===== config.mk =====
export PLATFORM = sky130hd
export DESIGN_NAME = clock_period_meter
export DESIGN_NICKNAME = d
export VERILOG_FILES = /design/src/rtl/clock_period_meter.sv
export SDC_FILE = /design/constraint.sdc
export NUM_CORES = 1
export LEC_CHECK = 0
export CORE_MARGIN = 3
export CORE_UTILIZATION = 61
export DETAILED_ROUTE_END_ITERATION = 7
export GPL_TIMING_DRIVEN = 0
export PLACE_DENSITY = 0.82
export SYNTH_ARGS = -nofsm -noshare
export SYNTH_HDL_FRONTEND = slang
export SYNTH_SLANG_ARGS = --single-unit

===== constraint.sdc =====
create_clock -name clk -period 4.6 [get_ports clk]
set_input_delay 0.69 -clock clk [delete_from_list [all_inputs] [get_ports clk]]
set_output_delay 0.69 -clock clk [all_outputs]
set_load 0.03 [all_outputs]

===== src/rtl/clock_period_meter.sv =====
// Measures the period of a slow asynchronous clock in system-clock cycles,
// flags lock when consecutive periods agree within TOL, and flags loss of edges.
module clock_period_meter #(
    parameter int CNT_W   = 22,
    parameter int TIMEOUT = 2000000,
    parameter int TOL     = 8
) (
    input  logic             clk,
    input  logic             resetn,
    input  logic             in_clk,
    output logic             tick,
    output logic [CNT_W-1:0] period,
    output logic             period_valid,
    output logic             locked,
    output logic             timeout
);

    localparam logic [0:0] ST_WAIT_FIRST = 1'b0;
    localparam logic [0:0] ST_MEASURE    = 1'b1;

    localparam logic [CNT_W-1:0] TIMEOUT_C = CNT_W'(TIMEOUT);
    localparam logic [CNT_W-1:0] TOL_C     = CNT_W'(TOL);
    localparam logic [CNT_W-1:0] ONE_C     = {{(CNT_W-1){1'b0}}, 1'b1};
    localparam logic [CNT_W-1:0] ZERO_C    = {CNT_W{1'b0}};

    function automatic logic [CNT_W-1:0] abs_diff(input logic [CNT_W-1:0] a,
                                                  input logic [CNT_W-1:0] b);
        logic [CNT_W-1:0] d;
        if (a >= b) begin
            d = a - b;
        end else begin
            d = b - a;
        end
        return d;
    endfunction

    logic             s1_r, s2_r, s3_r;
    logic             rise_s;
    logic [0:0]       state_r, state_nxt_s;
    logic [CNT_W-1:0] cnt_r, cnt_nxt_s;
    logic [CNT_W-1:0] period_r, period_nxt_s;
    logic [CNT_W-1:0] meas_len_s;
    logic             tick_r;
    logic             period_valid_r, period_valid_nxt_s;
    logic             locked_r, locked_nxt_s;
    logic             timeout_r, timeout_nxt_s;
    logic             prev_valid_r, prev_valid_nxt_s;

    // Two-flop synchronizer plus history flop for edge detection.
    always_ff @(posedge clk) begin
        if (!resetn) begin
            s1_r <= 1'b0;
            s2_r <= 1'b0;
            s3_r <= 1'b0;
        end else begin
            s1_r <= in_clk;
            s2_r <= s1_r;
            s3_r <= s2_r;
        end
    end

    // Rising edge of the synchronized input.
    always_comb begin
        rise_s     = s2_r & ~s3_r;
        meas_len_s = cnt_r + ONE_C;
    end

    // Next-state logic; period_r doubles as the previous period at each update.
    always_comb begin
        state_nxt_s        = state_r;
        cnt_nxt_s          = cnt_r;
        period_nxt_s       = period_r;
        period_valid_nxt_s = 1'b0;
        locked_nxt_s       = locked_r;
        timeout_nxt_s      = timeout_r;
        prev_valid_nxt_s   = prev_valid_r;
        case (state_r)
            ST_WAIT_FIRST: begin
                if (rise_s) begin
                    state_nxt_s   = ST_MEASURE;
                    cnt_nxt_s     = ZERO_C;
                    timeout_nxt_s = 1'b0;
                end else if (cnt_r == TIMEOUT_C) begin
                    timeout_nxt_s = 1'b1;
                end else begin
                    cnt_nxt_s = cnt_r + ONE_C;
                end
            end
            ST_MEASURE: begin
                if (rise_s) begin
                    period_nxt_s       = meas_len_s;
                    period_valid_nxt_s = 1'b1;
                    cnt_nxt_s          = ZERO_C;
                    timeout_nxt_s      = 1'b0;
                    prev_valid_nxt_s   = 1'b1;
                    if (prev_valid_r) begin
                        locked_nxt_s = (abs_diff(meas_len_s, period_r) <= TOL_C);
                    end else begin
                        locked_nxt_s = 1'b0;
                    end
                end else if (cnt_r == TIMEOUT_C) begin
                    // Counter stays saturated so WAIT_FIRST keeps timeout asserted.
                    state_nxt_s      = ST_WAIT_FIRST;
                    timeout_nxt_s    = 1'b1;
                    locked_nxt_s     = 1'b0;
                    prev_valid_nxt_s = 1'b0;
                end else begin
                    cnt_nxt_s = cnt_r + ONE_C;
                end
            end
            default: begin
                state_nxt_s      = ST_WAIT_FIRST;
                cnt_nxt_s        = ZERO_C;
                locked_nxt_s     = 1'b0;
                prev_valid_nxt_s = 1'b0;
            end
        endcase
    end

    // State and output registers.
    always_ff @(posedge clk) begin
        if (!resetn) begin
            state_r        <= ST_WAIT_FIRST;
            cnt_r          <= ZERO_C;
            period_r       <= ZERO_C;
            tick_r         <= 1'b0;
            period_valid_r <= 1'b0;
            locked_r       <= 1'b0;
            timeout_r      <= 1'b0;
            prev_valid_r   <= 1'b0;
        end else begin
            state_r        <= state_nxt_s;
            cnt_r          <= cnt_nxt_s;
            period_r       <= period_nxt_s;
            tick_r         <= rise_s;
            period_valid_r <= period_valid_nxt_s;
            locked_r       <= locked_nxt_s;
            timeout_r      <= timeout_nxt_s;
            prev_valid_r   <= prev_valid_nxt_s;
        end
    end

    assign tick         = tick_r;
    assign period       = period_r;
    assign period_valid = period_valid_r;
    assign locked       = locked_r;
    assign timeout      = timeout_r;

endmodule


==> flow_results.org <==
** Timing
- Timing would allow up to 225 MHz.
- Final-report hold violation count :: 0
- Tcrit/Tclk final :: 0.965
- Setup total negative slack on the finished layout was measured at 0 ns.
- Setup violations remaining at the end of the flow were counted as 0.
- Transition time of the tightest slew-check pin :: ~0.73 ns
- Setup slack closes at ~0.16 ns.
- Max Transition Viols Final :: 0
- Layout Skew :: approximately 0.0025 ns
- Clock period minus final worst setup slack :: around 4.4 ns
- In this run the tightest slew margin relative to its limit is 0.512.

** Clocking
- CTS built an H-tree with a depth of 2.
- The root buffer cell chosen for the clock tree is sky130_fd_sc_hd__clkbuf_8.
- Hold bufs inserted after CTS :: 0
- TritonCTS built the clock tree.
- Clock latency on the worst-skew pair :: around 0.3 ns
- The number of clock buffers added by TritonCTS is 5.
- Bufs on Longest Clock Path :: 2
- Clock sink count :: 53
- After clock tree synthesis, the clock-pin slew on the worst setup and hold paths is ~0.09 ns.

** Drt
- Final WL :: 12800 um
- Summing over every cut layer, the via total after detailed routing is about 4.4k.
- Drt drc :: 0
- Dividing the detail-routed wire length by the instance count gives ~18 um.
- Pre-Repair DR Iteration Count :: 5
- Iteration-0 DRC count of the detailed router :: a little over 500
- Post-DR vias/cell :: about 6.1
- Once detail routing completed, the nets flagged for antenna violations numbered 0.

** Setup path
- STA puts the critical path data arrival time at 4.66 ns.
- STA classifies the critical path startpoint as a register.
- WP data required :: 4.82 ns
- Destination of the worst register-to-register timing path :: locked$_SDFFE_PN0P_
- Count of cells along the worst register-to-register path :: 19
- STA classifies the critical path endpoint as a register.
- R2r startpoint :: cnt_r[3]$_SDFFE_PP0P_
- The worst setup path is of the reg -> reg kind.
- Setup slack on the worst flop-to-flop path :: between 0.15 and 0.2 ns
- Along the worst path, the maximum fanout reaches 9.

** Synthesis
- List of most frequent post-synthesis cells :: sky130_fd_sc_hd__nand2_1 (63), sky130_fd_sc_hd__inv_1 (55), sky130_fd_sc_hd__dfxtp_1 (53)
- Counting distinct cell types in the post-synthesis netlist gives between 60 and 70.
- Average footprint of a synthesized cell :: 7.69 um2
- Yosys attributes the largest share of cell area to sky130_fd_sc_hd__dfxtp_1 (24%), sky130_fd_sc_hd__ha_1 (13%), sky130_fd_sc_hd__a21oi_1 (5.5%).
- The synthesized design contains 0 enable-type register cells.
- The mapped netlist covers roughly 0.0045 mm2.
- Nets in the synthesized netlist :: around 630
- The most common cell in the synthesized netlist is sky130_fd_sc_hd__nand2_1.
- For this run, the leading register cell type out of synthesis is sky130_fd_sc_hd__dfxtp_1.
- The share of the Yosys chip area taken by registers is 0.236.
- Ys Warns :: 0
- Synthesis produced a little under 600 cells.
- Counting flops and latches in the post-synthesis netlist gives between 50 and 60.
- Top-area cell type share of the netlist area :: 0.236
- Share of async-settable or async-resettable flops after synthesis :: 0
- Cell taking the most area after synthesis :: sky130_fd_sc_hd__dfxtp_1

** Layout
- In the final layout, the share of cells above drive strength 1 is 0.117.
- Final antenna diode count :: 0
- Area growth from synthesis to final layout :: 15.7%
- At the end of the flow, the number of nets in the layout was 670.

** Die
- The initial utilization of the core area, before any placement, comes to 0.643.
- The initialized floorplan defines 30 standard-cell rows.
- 29 I/O pins were placed.
- From bottom edge to top edge, the die measures 91.8 um.
- Core area :: 0.00698 mm2
- Measured along the x axis, the die boundary spans slightly above 90 um.
- The floorplan step defined a die boundary enclosing between 0.008 and 0.009 mm2.

** Power
- Max VDD drop :: 0.248 mV
- Leakage power :: around 2.6 nW
- Power spread over the standard cell area amounts to between 200 and 250 mW/mm2.

** Place
- Detailed placement ended at an HPWL of 9780 um.
- Post-Place Setup Slack :: -0.0933 ns
- Final weighted congestion in routability-driven placement :: around 1.0
- Buffers placed on the I/O ports in this run total 28.

** GRT
- Overall overflow remaining after global route :: 0
- The number of global-route vias before repair was ~4.0k.
- The first global-routing pass estimated 19800 um of wire.
- Largest net degree at the start of global routing :: 17
- Global Route Usage Sum :: 0.289
- The number of antenna violations at the first check in global routing came to 0.

** Worst hold path
- In this run the worst hold path is classified as reg -> reg.
- Counting instances, the worst hold path has a depth of 1.
- Hold Crit Start :: s3_r$_SDFF_PN0_
- Worst hold endpoint :: tick$_SDFF_PN0_

** Outcome
- Run status :: complete, no violations

** Run
- Across the run, the number of max-cap violations was 0.
==> through the flow <==
stage	util	cell area (um2)	instances	total power, mW	hold WS, ns
floorplan	-	4490	584	0.763	0.412
global placement	0.701	4890	708	0.839	0.419
detailed placement	0.701	4890	708	0.842	0.424
CTS	0.720	5030	716	1.13	0.448
global route	0.744	5190	719	1.19	0.469
finish	0.744	5190	719	1.14	0.460
==> critical path, cell delays in order, from the launching register on <==
cell and delay, ns:
sky130_fd_sc_hd__dfxtp_2 0.40, sky130_fd_sc_hd__and4_1 0.26, sky130_fd_sc_hd__and3_1 0.27, sky130_fd_sc_hd__nand3_4 0.13, sky130_fd_sc_hd__nor2_4 0.17, sky130_fd_sc_hd__nand2_1 0.11, sky130_fd_sc_hd__xor2_2 0.25, sky130_fd_sc_hd__inv_1 0.08
sky130_fd_sc_hd__ha_1 0.28, sky130_fd_sc_hd__clkbuf_4 0.19, sky130_fd_sc_hd__a21oi_1 0.11, sky130_fd_sc_hd__o21ai_4 0.23, sky130_fd_sc_hd__a211oi_1 0.12, sky130_fd_sc_hd__and2_4 0.18, sky130_fd_sc_hd__or2_1 0.23, sky130_fd_sc_hd__buf_6 0.16
sky130_fd_sc_hd__o32a_1 0.36, sky130_fd_sc_hd__a2111oi_2 0.34, sky130_fd_sc_hd__nand4_1 0.20, sky130_fd_sc_hd__o31ai_2 0.27
==> power by group <==
| group | switching (mW) | total, mW | internal (mW) | leakage, nW |
|---|---|---|---|---|
| combinational | 0.220 | 0.376 | 0.157 | 2.08 |
| sequential | 0.00764 | 0.473 | 0.465 | 0.431 |
| clock | 0.156 | 0.295 | 0.139 | 0.0549 |
| total | 0.383 | 1.14 | 0.761 | 2.56 |
==> flip-flops by register name, indices dropped and copies added (netlist names) <==
name and cells:
cnt_r 22, timeout 1, locked 1, s2_r 1
prev_valid_r 1, period 22, state_r 1, s1_r 1
tick 1, s3_r 1, period_valid 1
==> worst max path at each step <==
stage,startpoint,end,slack (ns),cells past startpoint
2_1_floorplan,cnt_r[2]$_SDFFE_PP0P_,locked$_SDFFE_PN0P_,0.73,20
3_3_place_gp,cnt_r[3]$_SDFFE_PP0P_,locked$_SDFFE_PN0P_,-0.14,19
3_5_place_dp,cnt_r[3]$_SDFFE_PP0P_,locked$_SDFFE_PN0P_,-0.09,18
4_1_cts,cnt_r[4]$_SDFFE_PP0P_,locked$_SDFFE_PN0P_,0.01,20
5_1_grt,cnt_r[3]$_SDFFE_PP0P_,locked$_SDFFE_PN0P_,-0.02,19
6_report,cnt_r[3]$_SDFFE_PP0P_,locked$_SDFFE_PN0P_,0.16,19
==> layer usage <==
metal	global-route usage	up-vias	routed length (um)
li1	-	2111	-
met5	0	-	0
met3	0.0221	15	812
met4	0.0879	0	236
met2	0.472	195	6110
met1	0.407	2088	5660
==> area by class of cell <==
| class | instances | area, um2 |
|---|---|---|
| well taps | 96 | 120 |
| multi-input cells | 447 | 3210 |
| fillers | 538 | 1790 |
| flip-flops and latches | 53 | 1070 |
| repair buffers | 31 | 303 |
| plain buffers | 29 | 184 |
| clock inverters | 1 | 8.76 |
| inverters | 55 | 206 |
| clock buffers | 7 | 96.3 |
==> cells by family after synthesis <==
group / Yosys count / share of synthesized area
adder cells (fa/ha/maj): 45 / 0.125
AO/OA/AOI/OAI: 158 / 0.239
buffers and inverters: 84 / 0.0847
multiplexers: 7 / 0.0159
flip-flops: 53 / 0.236
AND/OR/NAND/NOR: 194 / 0.215
XOR/XNOR: 43 / 0.0839
==> placed cells by master, fill, tap and decap left out, types with 3 or more instances in the layout <==
cell and count:
sky130_fd_sc_hd__mux2i_1 6, sky130_fd_sc_hd__or4_1 3, sky130_fd_sc_hd__nor3_1 5, sky130_fd_sc_hd__and3_1 4, sky130_fd_sc_hd__buf_6 5, sky130_fd_sc_hd__o21ai_0 27
sky130_fd_sc_hd__nand3_1 16, sky130_fd_sc_hd__ha_1 44, sky130_fd_sc_hd__nor2_2 3, sky130_fd_sc_hd__o211a_1 21, sky130_fd_sc_hd__nor4_1 4, sky130_fd_sc_hd__a31oi_1 6
sky130_fd_sc_hd__a221oi_1 5, sky130_fd_sc_hd__clkbuf_1 10, sky130_fd_sc_hd__o21a_1 4, sky130_fd_sc_hd__nand4_1 14, sky130_fd_sc_hd__dfxtp_1 48, sky130_fd_sc_hd__and2_1 6
sky130_fd_sc_hd__xor2_1 17, sky130_fd_sc_hd__clkdlybuf4s50_1 28, sky130_fd_sc_hd__xor2_2 6, sky130_fd_sc_hd__xnor2_1 17, sky130_fd_sc_hd__a21o_1 11, sky130_fd_sc_hd__nand2_1 62
sky130_fd_sc_hd__o21bai_1 3, sky130_fd_sc_hd__o31ai_1 4, sky130_fd_sc_hd__and4_1 4, sky130_fd_sc_hd__buf_2 6, sky130_fd_sc_hd__inv_1 55, sky130_fd_sc_hd__clkbuf_4 4
sky130_fd_sc_hd__clkbuf_8 7, sky130_fd_sc_hd__dfxtp_2 5, sky130_fd_sc_hd__buf_4 7, sky130_fd_sc_hd__a21oi_1 48, sky130_fd_sc_hd__nor2_1 46, sky130_fd_sc_hd__nor2b_1 3
sky130_fd_sc_hd__or3_1 4
==> timing repair <==
action / 4_1_cts / 5_1_grt
resized for setup: 7 / 31
pin swaps: 0 / 6
endpoints found under the hold margin: 0 / 0
gates cloned: 0 / 0
buffers inserted: 0 / 3
setup endpoints to repair: 1 / 1
(Power assumes the default switching activity.)
